### src/rtl/usb_tx_pkg.sv
// rtl/usb_tx_pkg.sv - shared types, PID constants and helpers for the USB TX packet controller
package usb_tx_pkg;

    typedef enum logic [2:0] {
        TX_NONE  = 3'd0,
        TX_DATA0 = 3'd1,
        TX_DATA1 = 3'd2,
        TX_ACK   = 3'd3,
        TX_NAK   = 3'd4,
        TX_STALL = 3'd5,
        TX_RSVD6 = 3'd6,
        TX_RSVD7 = 3'd7
    } tx_packet_t;

    typedef enum logic [2:0] {
        S_IDLE  = 3'd0,
        S_BEGIN = 3'd1,
        S_PID   = 3'd2,
        S_DATA  = 3'd3,
        S_EOP   = 3'd4
    } state_t;

    localparam logic [3:0] PID_DATA0 = 4'b0011;
    localparam logic [3:0] PID_DATA1 = 4'b1011;
    localparam logic [3:0] PID_ACK   = 4'b0010;
    localparam logic [3:0] PID_NAK   = 4'b1010;
    localparam logic [3:0] PID_STALL = 4'b1110;

    // The PID goes on the wire with its one's complement in the upper nibble as a check field.
    function automatic logic [7:0] pid_byte(input logic [3:0] pid);
        return {~pid, pid};
    endfunction

    // Illegal and idle codes map to 0; they never reach the latch.
    function automatic logic [3:0] code_to_pid(input tx_packet_t code);
        case (code)
            TX_DATA0: return PID_DATA0;
            TX_DATA1: return PID_DATA1;
            TX_ACK:   return PID_ACK;
            TX_NAK:   return PID_NAK;
            TX_STALL: return PID_STALL;
            default:  return 4'b0000;
        endcase
    endfunction

endpackage

### src/rtl/tx_timeout_counter.sv
// rtl/tx_timeout_counter.sv - per-byte watchdog for the TX packet controller
module tx_timeout_counter #(
    parameter int TIMEOUT_CYCLES = 1024
) (
    input  logic clk,
    input  logic rst,
    input  logic clear,
    input  logic enable,
    output logic expired
);

    localparam int W = $clog2(TIMEOUT_CYCLES);
    // expired fires on the edge where the count would step onto TIMEOUT_CYCLES-1,
    // so the error pulse lands TIMEOUT_CYCLES cycles after the BEGIN cycle.
    localparam logic [W-1:0] LAST = W'(TIMEOUT_CYCLES - 2);

    logic [W-1:0] count;

    // Count idle waiting cycles; any encoder activity or leaving the wait states restarts it.
    always_ff @(posedge clk) begin
        if (rst || clear) begin
            count <= '0;
        end else if (enable) begin
            count <= count + W'(1);
        end
    end

    assign expired = enable && !clear && (count == LAST);

endmodule

### src/rtl/tx_packet_ctrl.sv
// rtl/tx_packet_ctrl.sv - USB TX packet sequencer: PID, data-byte fetch, EOP, size and watchdog checks
module tx_packet_ctrl
    import usb_tx_pkg::*;
#(
    parameter int MAX_BYTES      = 64,
    parameter int CNT_W          = $clog2(MAX_BYTES + 1),
    parameter int TIMEOUT_CYCLES = 1024
) (
    input  logic             clk,
    input  logic             rst,
    input  logic [2:0]       tx_packet,
    input  logic [CNT_W-1:0] buffer_occupancy,
    input  logic             byte_done,
    input  logic             end_packet,
    output logic             tx_transfer_active,
    output logic             begin_packet,
    output logic [7:0]       pid_out,
    output logic             get_tx_packet_data,
    output logic [CNT_W-1:0] bytes_sent,
    output logic             tx_error
);

    state_t           state;
    logic [3:0]       pid_reg;
    logic [CNT_W-1:0] rem;

    tx_packet_t req;
    logic       req_data;
    logic       req_illegal;
    logic       req_oversize;
    logic       wd_clear;
    logic       wd_enable;
    logic       wd_expired;

    assign req          = tx_packet_t'(tx_packet);
    assign req_data     = (req == TX_DATA0) || (req == TX_DATA1);
    assign req_illegal  = (req == TX_RSVD6) || (req == TX_RSVD7);
    assign req_oversize = req_data && (buffer_occupancy > CNT_W'(MAX_BYTES));

    // Watchdog is held clear in IDLE and BEGIN so it always starts from zero on the PID state.
    assign wd_clear  = byte_done || end_packet || (state == S_IDLE) || (state == S_BEGIN);
    assign wd_enable = (state == S_PID) || (state == S_DATA) || (state == S_EOP);

    tx_timeout_counter #(
        .TIMEOUT_CYCLES(TIMEOUT_CYCLES)
    ) u_watchdog (
        .clk     (clk),
        .rst     (rst),
        .clear   (wd_clear),
        .enable  (wd_enable),
        .expired (wd_expired)
    );

    assign tx_transfer_active = (state != S_IDLE);
    assign begin_packet       = (state == S_BEGIN);
    assign pid_out            = tx_transfer_active ? pid_byte(pid_reg) : 8'h00;

    // Packet sequencer; pops and errors are registered one-cycle pulses.
    always_ff @(posedge clk) begin
        if (rst) begin
            state              <= S_IDLE;
            pid_reg            <= 4'b0000;
            rem                <= '0;
            bytes_sent         <= '0;
            get_tx_packet_data <= 1'b0;
            tx_error           <= 1'b0;
        end else begin
            get_tx_packet_data <= 1'b0;
            tx_error           <= 1'b0;
            case (state)
                S_IDLE: begin
                    if (req_illegal || req_oversize) begin
                        tx_error <= 1'b1;
                    end else if (req != TX_NONE) begin
                        pid_reg    <= code_to_pid(req);
                        rem        <= req_data ? buffer_occupancy : '0;
                        bytes_sent <= '0;
                        state      <= S_BEGIN;
                    end
                end
                S_BEGIN: begin
                    state <= S_PID;
                end
                S_PID, S_DATA: begin
                    // An early EOP from the encoder wins over a coincident byte_done.
                    if (end_packet) begin
                        tx_error <= 1'b1;
                        state    <= S_IDLE;
                    end else if (byte_done) begin
                        if (rem != '0) begin
                            get_tx_packet_data <= 1'b1;
                            rem                <= rem - CNT_W'(1);
                            bytes_sent         <= bytes_sent + CNT_W'(1);
                            state              <= S_DATA;
                        end else begin
                            state <= S_EOP;
                        end
                    end else if (wd_expired) begin
                        tx_error <= 1'b1;
                        state    <= S_IDLE;
                    end
                end
                S_EOP: begin
                    if (end_packet) begin
                        state <= S_IDLE;
                    end else if (wd_expired) begin
                        tx_error <= 1'b1;
                        state    <= S_IDLE;
                    end
                end
                default: begin
                    state <= S_IDLE;
                end
            endcase
        end
    end

endmodule

### config.mk
export PLATFORM = sky130hd
export DESIGN_NAME = tx_packet_ctrl
export DESIGN_NICKNAME = d
export VERILOG_FILES = /design/src/rtl/usb_tx_pkg.sv /design/src/rtl/tx_timeout_counter.sv /design/src/rtl/tx_packet_ctrl.sv
export SDC_FILE = /design/constraint.sdc
export NUM_CORES = 1
export LEC_CHECK = 0
export BUFFER_PORTS_ARGS = -buffer_cell sky130_fd_sc_hd__buf_2
export CAP_MARGIN = 20
export CORE_AREA = 4 4 69 71
export CTS_CLUSTER_SIZE = 10
export DETAILED_ROUTE_END_ITERATION = 8
export DIE_AREA = 0 0 73 75
export PLACE_DENSITY = 0.65
export SLEW_MARGIN = 5
export SYNTH_ARGS = -nofsm -noshare
export SYNTH_HDL_FRONTEND = slang
export SYNTH_SLANG_ARGS = --single-unit
export TNS_END_PERCENT = 1
### constraint.sdc
create_clock -name clk -period 4.4 [get_ports clk]
set_input_delay 0.44 -clock clk [delete_from_list [all_inputs] [get_ports clk]]
set_output_delay 0.44 -clock clk [all_outputs]
set_load 0.005 [all_outputs]
* Word level (Yosys, flattened, before mapping)
Cells that the tools add are included.
Cells by class: $lt $le $gt $ge 1, $add $sub $neg 3, mux-type cells 30, bitwise gates (word level) 4, equal/unequal tests 17, reduce and logical (&&, ||, !) cells 23
Operator list (count):
- 2-to-1 mux 7 bit | 11
- case mux 7 bit (2 select lines) | 2
- 2-to-1 mux 3 bit | 7
- case mux 4 bit (5 select lines) | 1
- equality test 3 bit, second input constant | 5
- equality test 3 x 2 -> 1 bit, second input constant | 4
- case mux 3 bit (4 select lines) | 1
- adder 10 x 1 -> 10 bit, second input constant | 1
- equality test 10 bit, second input constant | 1
- logical OR 1 bit | 9
- 2-to-1 mux 8 bit | 1
- inequality test 2 bit, second input constant | 4
- adder 7 x 1 -> 7 bit, second input constant | 1
- greater-than comparator 7 bit, second input constant | 1
- nonzero test 7 bit | 1
- subtractor 7 x 1 -> 7 bit, second input constant | 1
- equality test 3 x 1 -> 1 bit, second input constant | 2
- 2-to-1 mux 1 bit | 6
- AND reduction 6 bit | 1
- nonzero test 3 bit | 2
- inverter 4 bit | 1
- OR reduction 4 bit | 1
- logical AND 1 bit | 3
- logical NOT 3 bit | 1
- other kinds (8) | 10
Storage, ports and cells: output and inout port bits 19, input port bits 14, register bits 33

* Depth between registers and ports, before layout
depth in word-level cells 10, gate-level depth with buffers 10, depth with buffers taken out 8

* Cells and area by module
Synthesis repeated with hierarchy kept, for this count alone.
Unflattened totals: cells, all modules 230, area, all modules 1911.8 um^2
Modules (own cells, without submodules):
- tx_packet_ctrl | instances 1, cells each 175, area each 1420.1 um^2
- tx_timeout_counter | instances 1, cells each 55, area each 491.7 um^2

* Least setup slack after synthesis
OpenSTA, ideal clock, no wires.
kind register to register, from register rem[0], to register rem[2], period minus slack after synthesis 2.339 ns, path slack 2.061 ns, path buffers 2, arrival time 2.210 ns, stages on the path, launching flop included 11, cell sequence dfxtp_1 inv_1 ha_1 or4b_1 or3_4 and3_4 buf_6 a21oi_4 buf_6 mux2i_1 a21oi_1
On the way: word-level cells in the longest chain between the ends 5, elaborated cells on any way between the ends 8, classes of those cells 1 x add/sub; 1 x eq/ne; 4 x mux; 2 x reduce/logical
RTL lines:
- start, declared | line tx_packet_ctrl.sv:25 | logic [CNT_W-1:0] rem;
- start signal, assigned | line tx_packet_ctrl.sv:76 | rem <= req_data ? buffer_occupancy : '0;
- start signal, assigned | line tx_packet_ctrl.sv:92 | rem <= rem - CNT_W'(1);
- subtractor 7 x 1 -> 7 bit | line tx_packet_ctrl.sv:92
- 2-to-1 mux 7 bit | line tx_packet_ctrl.sv:90 | if (rem != '0) begin
- 2-to-1 mux 7 bit | line tx_packet_ctrl.sv:89 | end else if (byte_done) begin
- 2-to-1 mux 7 bit | line tx_packet_ctrl.sv:86 | if (end_packet) begin
- case mux 7 bit (2 select lines) | line tx_packet_ctrl.sv:70 | case (state)
Parallel ways exist; a longest one is shown, timed or not. The select of a mux whose other input is x is not followed. A chain may end at the register's enable or synchronous reset.

* Final worst setup path
Ends and elaborated chain as after synthesis.

==> results.cfg <==
[global_routing]
grt-ovfl-total = 0
met3_usage = 0.0521
grt_use_total = 0.154
use_met2 = 0.249
grt_pass1_wl_um = 6660
busiest_layer = met2
grt_pass1_vias = 1467
grt_util_met1 = 0.196
antenna_found_initial = 0
grt_max_degree = 22

[cts]
clock-sinks = 33
cts_tree = yes
cts_root_buffer = clkbuf_8
htree_levels = 2
cts_made_buffers = 5
post_cts_resized = 0
post_cts_buffers = 0
clk_latency_ns = 0.28
cts_buffer_depth = 2
cts.clk_slew.worst_paths_ns = 0.07
cts_hold_buf = 0

[place]
gp_congestion = 0.824
place_hpwl_um = 2950
io_buffers = 32
place_inst = 288

[setup_path]
critical_path_class = flop to flop
critPathArrivalTime_ns = 2.62
critPathLaunchType = flop
worstPathMaxFanout = 15
cp.depth = 8
worstPathCellList = inv_1 -> ha_1 -> or4b_1 -> or3_4 -> and3_4 -> a21oi_4 -> mux2i_1 -> a21oi_1
crit_family = simple AND/OR/NAND/NOR gates
max_stage_delay_ns = 0.48
ff2ff_path_depth = 8
startpoint = rem[0]
endpoint_kind = flop
cp_num_buf_inv = 1
reg2reg_slack_ns = 1.93
reg2reg_to = rem[2]
r2r-start = rem[0]
endpoint = rem[2]
cp_slowest_cell = or4b_1
worst_ep_required_time_ns = 4.55

[route]
first_iter_violations = 134
vias = 1580
vias_per_cell = 5.36
drt-total-wl_um = 3980
ant_nets = 0
post_drt_wl_per_cell_um = 13.5
route.detailed.drc = 0
drtPass1Iterations = 5

[power]
ir_drop_mv = 0.184
power.switching_uw = 227
p_leak_nw = 0.820
p_int_uw = 522
p_clk_frac = 0.299
switching_share = 0.303
seq_power_share = 0.445
p_comb_frac = 0.256
power.density_nw_per_um2 = 367

[timing]
relSlewSlack = 0.515
fmax_mhz = 405
fin_worst_skew_ns = 0.00552
setup_viol = 0
fin_crit_sh = 0.562
slew_violations = 0
period_needed_ns = 2.47
grt_setup_unrepaired = no
worst_pin_slew_ns = 0.722
fin_tns_setup_ns = 0
final-hold-violation-count = 0

[floorplanning]
rows = 24
start_util = 0.422
io_pins = 33
chipWidth_um = 73
dieArea_um2 = 5480
fp.dieH_um = 75
core_um2 = 4230

[yosys]
syn-num-nets = 233
synth_edf_count = 0
yosysSeqAreaShare = 0.369
ys.flop_type = dfxtp_1
yosysUniqueCellTypes = 51
synthArstFlopShare = 0
synth_warnings = 0
avgSynthCellArea_um2 = 8.39
synth_cells = 213
syn_area_um2 = 1790
synth-seq-cells = 33

[layout]
reg_top3 = u_watchdog.count (10), bytes_sent (7), rem (7)
largest_reg_flops = 10
layout.nets = 263
diodes = 0
finalNonFillerCells = 295
drive_gt1_frac = 0.189
regMostFlops = u_watchdog.count
syn2layout_area_growth_pct = 14.1

[status]
status = finished, final reports clean

[hold_path]
min_path_type = flop to flop
hp-start = rem[6]

[run]
maxCapViolCount = 0
## synth_stat cells (2+ instances only)
cell / count / area (um^2)
dfxtp_1: 33 / 661
nor2_1: 26 / 97.6
nand2_1: 15 / 56.3
nor3_1: 12 / 60.1
inv_1: 10 / 37.5
xor2_1: 10 / 87.6
a21oi_1: 9 / 45.0
o21ai_0: 9 / 45.0
nand3_1: 8 / 40.0
a211oi_1: 7 / 52.6
ha_1: 6 / 75.1
nand4_1: 6 / 37.5
and2_1: 5 / 31.3
clkbuf_1: 4 / 15.0
xnor2_1: 4 / 35.0
a221oi_1: 3 / 26.3
a31oi_1: 3 / 18.8
mux2i_1: 3 / 30.0
or3_1: 3 / 18.8
a21o_1: 2 / 15.0
a311oi_1: 2 / 17.5
and3_1: 2 / 12.5
buf_6: 2 / 22.5
nor3b_1: 2 / 15.0
## cells by family (layout without fill, tap and decap cells)
| family | count (synthesis) | count (layout) | synth area share |
|---|---|---|---|
| flops | 33 | 33 | 0.369 |
| mux | 3 | 3 | 0.0168 |
| xor+xnor | 14 | 14 | 0.0686 |
| buf+inv | 20 | 50 | 0.0567 |
| simple gates | 93 | 93 | 0.278 |
| fa+ha+maj | 6 | 6 | 0.0420 |
| compound gates | 44 | 44 | 0.169 |
## metrics by stage
| step | setup WS, ns | hold slack [ns] | instance area (um^2) | utilization | total power, mW |
|---|---|---|---|---|---|
| floorplan | 2.06 | 0.441 | 1790 | - | 0.481 |
| CTS | 1.93 | 0.483 | 2040 | 0.482 | 0.760 |
| finish | 1.93 | 0.482 | 2040 | 0.482 | 0.749 |
| global route | 1.72 | 0.508 | 2040 | 0.482 | 0.796 |
| detailed placement | 1.94 | 0.472 | 1950 | 0.461 | 0.530 |
| global placement | 2.00 | 0.463 | 1950 | 0.461 | 0.529 |
## per-layer routing
| layer | routed length [um] | up-vias |
|---|---|---|
| met3 | 231 | 5 |
| met4 | 34 | 0 |
| met5 | 0 | - |
| met2 | 1860 | 30 |
| met1 | 1850 | 726 |
| li1 | - | 819 |
## cell usage in the layout, fill, tap and decap left out, types with 7 or more instances in the layout
| master | Yosys | layout |
|---|---|---|
| nand2_1 | 15 | 15 |
| nor3_1 | 12 | 12 |
| a211oi_1 | 7 | 7 |
| buf_2 | 0 | 32 |
| nand3_1 | 8 | 8 |
| a21oi_1 | 9 | 9 |
| o21ai_0 | 9 | 9 |
| dfxtp_1 | 33 | 33 |
| inv_1 | 10 | 10 |
| nor2_1 | 26 | 26 |
| xor2_1 | 10 | 10 |
## cell type report
| cell class | instances | area [um^2] |
|---|---|---|
| Timing Repair Buffer | 32 | 160 |
| Clock buffer | 7 | 86.3 |
| Tap cell | 52 | 65.1 |
| Inverter | 11 | 41.3 |
| Fill cell | 431 | 2190 |
| Sequential cell | 33 | 661 |
| Multi-Input combinational cell | 160 | 1030 |
## worst register-to-register path, delay by kind of cell (launching register included)
family,cells,cell delay [ns]
buffers and inverters,1,0.10
DFF,1,0.30
AOI/OAI and AO/OA,2,0.42
muxes,1,0.23
and+or+nand+nor,3,1.08
adders and majority gates,1,0.21
## power by group through the flow
stage               clock network [mW]  registers [mW]  logic, mW
floorplan                            0           0.333      0.147
global placement                     0           0.339      0.190
detailed placement                   0           0.339      0.191
CTS                              0.235           0.333      0.192
global route                     0.245           0.335      0.216
finish                           0.224           0.333      0.192
## worst min-delay path by stage
stage	cells after the start	slack (ns)	endpoint
6_report	2	0.48	rem[6]
5_1_grt	2	0.51	rem[6]
4_1_cts	2	0.48	rem[6]
3_5_place_dp	2	0.47	rem[6]
3_3_place_gp	2	0.46	rem[6]
2_1_floorplan	2	0.44	rem[6]
Note: power is estimated with default switching activity, not from simulation.
